<file path="src/rtl/bit_stream_serializer.sv">
// Parallel-to-serial feeder for the pattern detector: shifts words out MSB-first, one bit per clock.
// Optional macro SER_PARITY_BIT_EN appends an even-parity bit after the LSB of each word.
module bit_stream_serializer #(
    parameter int WIDTH = 8
) (
    input  logic             clk,
    input  logic             reset,
    input  logic [WIDTH-1:0] in_data,
    input  logic             in_valid,
    output logic             in_ready,
    output logic             dout,
    output logic             dout_valid,
    output logic             dout_last,
    output logic             busy
);

    localparam int CW = $clog2(WIDTH + 2);
`ifdef SER_PARITY_BIT_EN
    localparam logic [CW-1:0] LAST = CW'(WIDTH);
`else
    localparam logic [CW-1:0] LAST = CW'(WIDTH - 1);
`endif

    typedef enum logic {IDLE, SHIFT} state_t;

    state_t           state, state_n;
    logic [WIDTH-1:0] sr, sr_n;
    logic [CW-1:0]    cnt, cnt_n;
    logic             dout_n, dv_n, dl_n;
    logic             accept;
`ifdef SER_PARITY_BIT_EN
    logic             par, par_n;
`endif

    // The last-bit cycle reopens the window so the next word follows with no gap.
    assign in_ready = ~reset & ((state == IDLE) | (cnt == LAST));
    assign accept   = in_valid & in_ready;

    always_comb begin
        state_n = state;
        sr_n    = sr;
        cnt_n   = cnt;
        dout_n  = 1'b0;
        dv_n    = 1'b0;
        dl_n    = 1'b0;
`ifdef SER_PARITY_BIT_EN
        par_n   = par;
`endif
        if (accept) begin
            state_n = SHIFT;
            sr_n    = {in_data[WIDTH-2:0], 1'b0};
            cnt_n   = '0;
            dout_n  = in_data[WIDTH-1];
            dv_n    = 1'b1;
`ifdef SER_PARITY_BIT_EN
            par_n   = ^in_data;
`endif
        end else if (state == SHIFT) begin
            if (cnt == LAST) begin
                state_n = IDLE;
                cnt_n   = '0;
            end else begin
                cnt_n  = cnt + CW'(1);
                dv_n   = 1'b1;
                dl_n   = ((cnt + CW'(1)) == LAST);
                sr_n   = sr << 1;
                dout_n = sr[WIDTH-1];
`ifdef SER_PARITY_BIT_EN
                if (cnt == LAST - CW'(1))
                    dout_n = par;
`endif
            end
        end
    end

    always_ff @(posedge clk) begin
        if (reset) begin
            state      <= IDLE;
            sr         <= '0;
            cnt        <= '0;
            dout       <= 1'b0;
            dout_valid <= 1'b0;
            dout_last  <= 1'b0;
            busy       <= 1'b0;
`ifdef SER_PARITY_BIT_EN
            par        <= 1'b0;
`endif
        end else begin
            state      <= state_n;
            sr         <= sr_n;
            cnt        <= cnt_n;
            dout       <= dout_n;
            dout_valid <= dv_n;
            dout_last  <= dl_n;
            busy       <= (state_n == SHIFT);
`ifdef SER_PARITY_BIT_EN
            par        <= par_n;
`endif
        end
    end

endmodule

</file>
<file path="config.mk">
export PLATFORM = sky130hd
export DESIGN_NAME = bit_stream_serializer
export DESIGN_NICKNAME = d
export VERILOG_FILES = /design/src/rtl/bit_stream_serializer.sv
export SDC_FILE = /design/constraint.sdc
export NUM_CORES = 1
export LEC_CHECK = 0
export BUFFER_PORTS_ARGS = -buffer_cell sky130_fd_sc_hd__buf_2
export CAP_MARGIN = 20
export CORE_MARGIN = 2
export CORE_UTILIZATION = 40
export CTS_CLUSTER_SIZE = 40
export DETAILED_ROUTE_END_ITERATION = 10
export GPL_ROUTABILITY_DRIVEN = 0
export MAX_ROUTING_LAYER = met4
export PLACE_DENSITY_LB_ADDON = 0.2
export SLEW_MARGIN = 20
export SYNTH_ARGS = -nofsm -noshare
export SYNTH_HDL_FRONTEND = slang
export SYNTH_SLANG_ARGS = --single-unit
</file>
<file path="constraint.sdc">
create_clock -name clk -period 1.9 [get_ports clk]
set_input_delay 0.38 -clock clk [delete_from_list [all_inputs] [get_ports clk]]
set_output_delay 0.38 -clock clk [all_outputs]
set_load 0.02 [all_outputs]
</file>
==> flow_summary.toml, run 1 <==
[run_status]
status = "complete, no violations"

[global_route]
grt_max_degree = 14
grt_pass1_wl_mm = 2.18
grt_pass1_vias = 499
antenna_found_initial = 0
grt_use_total_pct = 16.4
grt-ovfl-total = 0

[route]
num_vias = 542
drtPass1Iterations = 4
routedWlPerCell_um = 12.8
wirelength_mm = 1.27
postRouteAntennaNets = 0
drcViolationCount = 0
vias_per_cell = 5.47
drt_iter0_drc = 2

[clock_network]
postCtsHoldBufs = 0
clockBufferDepth = 2
cts_root_buffer = "clkbuf_4"
cts_tree = "done"
insertion_delay_ns = 0.27
cts_num_sinks = 14
cts_buffers = 3
path_clk_slew_ns = 0.08
htree_num_levels = 1

[power]
vdd_ir_drop_max_uv = 328
cellPowerDensity_mw_per_mm2 = 746
p_leak_nw = 0.328
finalPower_mw = 0.577

[floorplan]
rows = 14
fp.dieW_um = 44.9
io_pins = 16
die_height_um = 44.9
core-area_mm2 = 0.00154
initial_core_util_pct = 43.5
dieArea_mm2 = 0.00202

[synth]
syn_area_um2 = 671
syn_inst = 70
synth_area_leaders = "dfxtp_1, mux2i_1, a211oi_1"
yosysTopAreaCell = "dfxtp_1"
synth_top_area_share_pct = 41.8
ys.warnings.count = 0
synth_fp_nets = 83
postSynthAreaPerCell_um2 = 9.58
seq_area_frac_synth_pct = 41.8
ys_types = 25
synth_seq_cells = 14

[timing]
hold_viol = 0
fin_worst_skew_ns = 0.00788
rsz0062_at_grt = "false"
max_slew_margin_pct = 74.6
setup_viol = 0
post-route-period-util_pct = 94.2
max_freq_mhz = 559
timing.final.ws_setup_ns = 0.110
tightestPinTransition_ns = 0.381
final.setup.tns_ns = 0
period_minus_slack_ns = 1.79
drv_slew = 0

[setup_path]
startpoint = "cnt[0]$_SDFFE_PP0P_"
critPathRequiredTime_ns = 1.52
start_kind = "register"
rr_startpoint = "cnt[0]$_SDFFE_PP0P_"
rr_worst_depth = 4
cp-end-kind = "primary output"
worstSetupPathType = "reg -> out"
critical_path_arrival_ns = 1.41
cp_max_fo = 6

[layout]
fillers = 155
antenna_cells = 0
final_cell_mix = "buf_2, dfxtp_1, a211oi_1, mux2i_1, nor3_1"
drive_above_1_share_pct = 26.5
instances_no_fill = 99
final_common_cell = "buf_2"
fin_nets = 98
syn_to_final_growth_pct = 15.3

[run]
cap_violations = 0

[place]
pre_cts_slack_ns = 0.345
dp_cells = 96
port_buffers = 15
dpl.hpwl_um = 927

[min_path]
worstHoldPathCells = 3
hp-class = "in -> reg"
hp-start = "in_data[0]"
## cell families (layout without fill, tap and decap cells)
family,count (synthesis),in the layout,share of synthesized area (%)
XOR/XNOR,3,3,3.92
multiplexers,7,7,10.4
adder cells (fa/ha/maj),2,2,3.73
buffers and inverters,8,21,6.34
AO/OA/AOI/OAI,15,15,15.5
AND/OR/NAND/NOR,21,21,18.3
flip-flops,14,14,41.8
## final cells by class
class                           instances  area (um2)  area share (%)
Clock buffer                            3        22.5            2.91
Inverter                                2        7.51           0.971
Multi-Input combinational cell         48         360            46.6
Sequential cell                        14         280            36.2
Tap cell                               16        20.0            2.59
Timing Repair Buffer                   16        82.6            10.7
## sequential cells by signal (all words and copies together), names as in the netlist
name	flops
dout	1
dout_last	1
cnt	4
state	1
sr	7
## repair_timing
item	in CTS	in global routing
resized for setup	0	2
setup buffers	0	0
endpoints found under the setup margin	0	1
## worst paths after layout
check                                       endpoint  slack (ns)
worst max-delay path                        in_ready        0.11
worst min-delay path              sr[1]$_SDFFE_PP0P_        0.37
worst max register to register  dout_last$_SDFF_PP0_        0.52
worst min register to register       dout$_SDFF_PP0_        0.49
## power breakdown
part,internal [mW],switching [mW]
registers,0.312,0.0167
logic,0.0393,0.0450
clock network,0.0733,0.0903
## through the flow
step,cell area [um2],util [%],hold WS [ns]
final,773,50.2,0.369
after global routing,773,50.2,0.377
after CTS,761,49.4,0.360
after detailed placement,738,47.9,0.495
after global placement,738,47.9,0.487
after floorplan,671,-,0.460
## synthesized netlist by cell type
cell       n
a211o_1    1
a211oi_1   8
a21oi_1    4
and3b_2    1
and4b_1    1
buf_2      1
buf_4      1
buf_6      1
clkbuf_1   3
clkinv_1   1
dfxtp_1   14
ha_1       2
inv_1      1
mux2i_1    7
nand2_1    4
nand3_1    2
nand3b_1   1
nor2_1     3
nor2b_1    1
nor3_1     6
nor4b_2    1
o211ai_1   1
o31ai_1    1
or4_1      1
xor2_1     3
## metal layers
layer  track usage [%]  share of wire, %
met4              7.06              0.87
met2              24.9                47
met3              7.20               4.6
met5                 -                 0
met1              18.6                47
## worst max-delay path, stage by stage (launching register included)
cell	delay (ns)
dfxtp_1	0.42
ha_4	0.19
nand3b_1	0.14
a21oi_1	0.20
buf_2	0.19
Note: power is estimated with default switching activity, not from simulation.
==> run 2, diff against run 1 <==
--- a/config.mk
+++ b/config.mk
@@ -6,5 +6,5 @@
 export NUM_CORES = 1
 export LEC_CHECK = 0
-export BUFFER_PORTS_ARGS = -buffer_cell sky130_fd_sc_hd__buf_2
+export BUFFER_PORTS_ARGS = -buffer_cell sky130_fd_sc_hd__buf_4
 export CAP_MARGIN = 20
 export CORE_MARGIN = 2
==> constraint.sdc (replaced) <==
create_clock -name clk -period 1.9 [get_ports clk]
set_input_delay 0.38 -clock clk [delete_from_list [all_inputs] [get_ports clk]]
set_output_delay 0.38 -clock clk [all_outputs]
set_load 0.1 [all_outputs]
==> run 2 against run 1 <==
Via count rose by 1.3%. Critical path depth stayed put. Clock skew shrank 0.0043 ns. Clock power barely moved. Register-to-register slack about the same. Die area unchanged. Sequential power hardly changed. Design area increased by 9.4%. Sequential share of layout area is 2.7 points lower. Critical path type unchanged. Largest cell class unchanged.
==> flow_summary.toml, run 2 (synthesized netlist as in run 1, its figures left out) <==
[place]
place_area_um2 = 788
pre_cts_slack_ns = 0.181
port_buffers = 15
dpl.hpwl_um = 916
dp_cells = 96

[clock_network]
cts_tree = "done"
path_clk_slew_ns = 0.08
cts_root_buffer = "clkbuf_4"
cts_buffers = 3
cts_num_sinks = 14
clockBufferDepth = 2
htree_num_levels = 1
insertion_delay_ns = 0.27

[floorplan]
io_pins = 16
rows = 14
fp.dieW_um = 44.9
core-area_mm2 = 0.00154
dieArea_mm2 = 0.00202
initial_core_util_pct = 43.5
die_height_um = 44.9

[global_route]
grt-busiest-layer = "met2"
use_met1_pct = 20.5
grt_use_total_pct = 15.9
grt.met3_usage_pct = 2.40
grt_max_degree = 14
grt-ovfl-total = 0
met2_usage_pct = 23.7
grt_pass1_wl_mm = 2.24
grt_pass1_vias = 533
antenna_found_initial = 0

[route]
routedWlPerCell_um = 13.5
postRouteAntennaNets = 0
num_vias = 549
wirelength_mm = 1.35
vias_per_cell = 5.49
drcViolationCount = 0
drtPass1Iterations = 4
drt_iter0_drc = 11

[layout]
syn_to_final_growth_pct = 26.1
final_common_cell = "buf_4"
largestRegisters = "sr: 7 flops, cnt: 4 flops"
largest_register_ffs = 7
largest-register = "sr"
final_cell_mix = "buf_4, dfxtp_1, a211oi_1, mux2i_1, nor3_1"
antenna_cells = 0
fillers = 148
fin_nets = 99
fin_area_um2 = 846
instances_no_fill = 100
drive_above_1_share_pct = 32.1

[setup_path]
critPathRequiredTime_ns = 1.52
cp-end-kind = "primary output"
worstSetupPathType = "reg -> out"
cp_max_fo = 6
start_kind = "register"
critical_path_arrival_ns = 1.40

[power]
vdd_ir_drop_max_uv = 378
p_leak_nw = 0.349
cellPowerDensity_mw_per_mm2 = 747

[timing]
period_minus_slack_ns = 1.78
max_freq_mhz = 563
hold_viol = 0
fin_worst_skew_ns = 0.00362
setup_viol = 0
max_slew_margin_pct = 81.5
post-route-period-util_pct = 93.5
final.setup.tns_ns = 0
rsz0062_at_grt = "false"
timing.final.ws_setup_ns = 0.123
tightestPinTransition_ns = 0.279
drv_slew = 0

[min_path]
hp-class = "in -> reg"

[run_status]
status = "complete, no violations"

[run]
cap_violations = 0
[run 2: changes by cell type in the layout (fill, tap and decap cells not counted), sizes merged]
| cell | before | now |
|---|---|---|
| buf | 16 | 17 |
[run 2: stage by stage]
step	utilization, %	power, mW	hold WS (ns)
2_1_floorplan	-	0.429	0.460
3_3_place_gp	51.1	0.463	0.498
3_5_place_dp	51.1	0.465	0.487
4_1_cts	53.7	0.633	0.374
5_1_grt	54.9	0.665	0.385
6_report	54.9	0.632	0.378
[run 2: final cells by class]
class | count | area, um2 | area share (%)
clock buffer | 3 | 22.5 | 2.66
inverter | 2 | 7.51 | 0.888
multi-input combinational | 48 | 372 | 43.9
sequential | 14 | 284 | 33.6
tap | 16 | 20.0 | 2.37
timing repair buffer | 17 | 140 | 16.6
[run 2: worst max-delay path: stages (launching register included)]
cell      delay (ns)
dfxtp_2         0.38
ha_4            0.17
nand3b_1        0.16
a21oi_4         0.22
buf_12          0.19
[run 2: repair_timing]
action | 4_1_cts | 5_1_grt
hold buffers | 0 | 0
buffers inserted | 1 | 0
pin swaps | 0 | 0
endpoints found under the setup margin | 1 | 1
hold endpoints to repair | 0 | 0
resized for setup | 3 | 4
[run 2: final timing paths]
kind,from,end,slack [ns],cells after the start
min reg2reg,sr[7]$_SDFFE_PP0P_,dout$_SDFF_PP0_,0.50,2
max,cnt[0]$_SDFFE_PP0P_,in_ready,0.12,4
max reg2reg,cnt[0]$_SDFFE_PP0P_,sr[2]$_SDFFE_PP0P_,0.51,5
min,in_data[0],sr[1]$_SDFFE_PP0P_,0.38,3
[run 2: per-layer routing]
layer,wire (um),vias to the layer above
met2,611,11
met4,8,0
li1,-,289
met3,47,2
met5,0,-
met1,684,247
[run 2: report_power, final]
part	switching (mW)	internal [mW]	total (mW)
clock	0.0927	0.0734	0.166
sequential	0.0181	0.313	0.331
combinational	0.0810	0.0532	0.134
total	0.192	0.440	0.632
==> run 3, diff against run 2 <==
RECOVER_POWER = 50   (was not set)
==> run 3 against run 2 <==
Via count is 0.18% lower. Non-clock buffer count is the same. Critical path type unchanged. Routed wire length shrank 1.1%. Critical endpoint unchanged. Highest routed layer unchanged. First-iteration DRC count rose by 9.1%. Largest power group unchanged. Clock skew increased by 0.0012 ns.
==> flow_summary.toml, run 3 (synthesized netlist as in run 1, its figures left out) <==
[timing]
setup_viol = 0
period_minus_slack_ns = 1.77
tightestPinTransition_ns = 0.541
post-route-period-util_pct = 93.3
final.setup.tns_ns = 0
hold_viol = 0
drv_slew = 0
rsz0062_at_grt = "false"
fin_worst_skew_ns = 0.00481
max_freq_mhz = 564
max_slew_margin_pct = 64.1

[floorplan]
io_pins = 16
core-area_mm2 = 0.00154
initial_core_util_pct = 43.5
fp.dieW_um = 44.9
rows = 14
die_height_um = 44.9
dieArea_mm2 = 0.00202

[layout]
fin_area_um2 = 833
fin_nets = 99
instances_no_fill = 100
final_common_cell = "buf_4"
final_cell_mix = "buf_4, dfxtp_1, a211oi_1, mux2i_1, nor3_1"
fillers = 149
antenna_cells = 0
largestRegisters = "sr: 7 flops, cnt: 4 flops"
drive_above_1_share_pct = 29.8
largest_register_ffs = 7
largest-register = "sr"
syn_to_final_growth_pct = 24.3

[clock_network]
cts_root_buffer = "clkbuf_4"
cts_num_sinks = 14
htree_num_levels = 1
clockBufferDepth = 2
insertion_delay_ns = 0.27
cts_buffers = 3
path_clk_slew_ns = 0.08
cts_tree = "done"

[power]
vdd_ir_drop_max_uv = 377
cellPowerDensity_mw_per_mm2 = 755
p_leak_nw = 0.346
finalPower_mw = 0.629

[place]
dpl.hpwl_um = 916
dp_cells = 96
place_area_um2 = 788
port_buffers = 15

[route]
postRouteAntennaNets = 0
wirelength_mm = 1.34
drt_iter0_drc = 12
drcViolationCount = 0
drtPass1Iterations = 4
routedWlPerCell_um = 13.4
vias_per_cell = 5.48
num_vias = 548

[run]
cap_violations = 0

[setup_path]
cp_max_fo = 6
max_stage_delay_ns = 0.38
critPathRequiredTime_ns = 1.52
cp-end-kind = "primary output"
cp_slowest_cell = "dfxtp_2"
path_cells = "ha_4 -> nand3b_1 -> a21oi_4 -> buf_12"
worstSetupPathType = "reg -> out"
critical_path_arrival_ns = 1.39
start_kind = "register"

[global_route]
antenna_found_initial = 0
grt_pass1_wl_mm = 2.24
grt_max_degree = 14
grt_use_total_pct = 15.9
grt-ovfl-total = 0
grt_pass1_vias = 533

[min_path]
hp-class = "in -> reg"

[run_status]
status = "complete, no violations"
-- run 3: changes by cell type in the layout (fill, tap and decap cells not counted), sizes merged --
cell | previous run | this run
buf | 17 | 15
clkbuf | 3 | 5
-- run 3: report_power, final --
part | internal, mW | switching, mW | total, mW
clock network | 0.0733 | 0.0926 | 0.166
logic | 0.0523 | 0.0803 | 0.133
registers | 0.313 | 0.0180 | 0.331
-- run 3: metrics by stage --
stage	hold WS, ns	utilization, %	worst slack (ns)
after floorplan	0.460	-	0.130
after global placement	0.498	51.1	0.211
after detailed placement	0.487	51.1	0.181
after CTS	0.374	53.7	0.0339
after global routing	0.386	54.1	0.0372
final	0.378	54.1	0.127
-- run 3: critical path: cells and delay by family (launching register included) --
family	cells	cell delay, ns
buffers and inverters	1	0.19
adders and majority gates	1	0.17
AOI/OAI and AO/OA	1	0.22
DFF	1	0.38
and+or+nand+nor	1	0.15
-- run 3: worst paths after layout --
| path | start | slack [ns] | cells after the start | to |
|---|---|---|---|---|
| worst max-delay path | cnt[0]$_SDFFE_PP0P_ | 0.13 | 4 | in_ready |
| worst min-delay path | in_data[0] | 0.38 | 3 | sr[1]$_SDFFE_PP0P_ |
| worst max register to register | state$_SDFF_PP0_ | 0.40 | 3 | dout_last$_SDFF_PP0_ |
| worst min register to register | sr[7]$_SDFFE_PP0P_ | 0.50 | 2 | dout$_SDFF_PP0_ |
-- run 3: area by class of cell --
class	instances	area, um2	area share, %
Sequential cell	14	283	33.9
Multi-Input combinational cell	48	365	43.8
Clock buffer	3	22.5	2.70
Timing Repair Buffer	17	135	16.2
Inverter	2	7.51	0.901
Tap cell	16	20.0	2.40
-- run 3: repair_timing --
item | 4_1_cts | 5_1_grt
setup buffers | 1 | 0
hold buffers | 0 | 0
gates resized for setup | 3 | 4
endpoints found under the setup margin | 1 | 1
-- run 3: per-layer routing --
metal	track usage, %	part of all wire [%]	up-vias
met5	-	0	-
met4	8.82	0.60	0
met3	2.40	3.3	2
met2	23.7	46	9
met1	20.5	50	250
li1	-	-	287
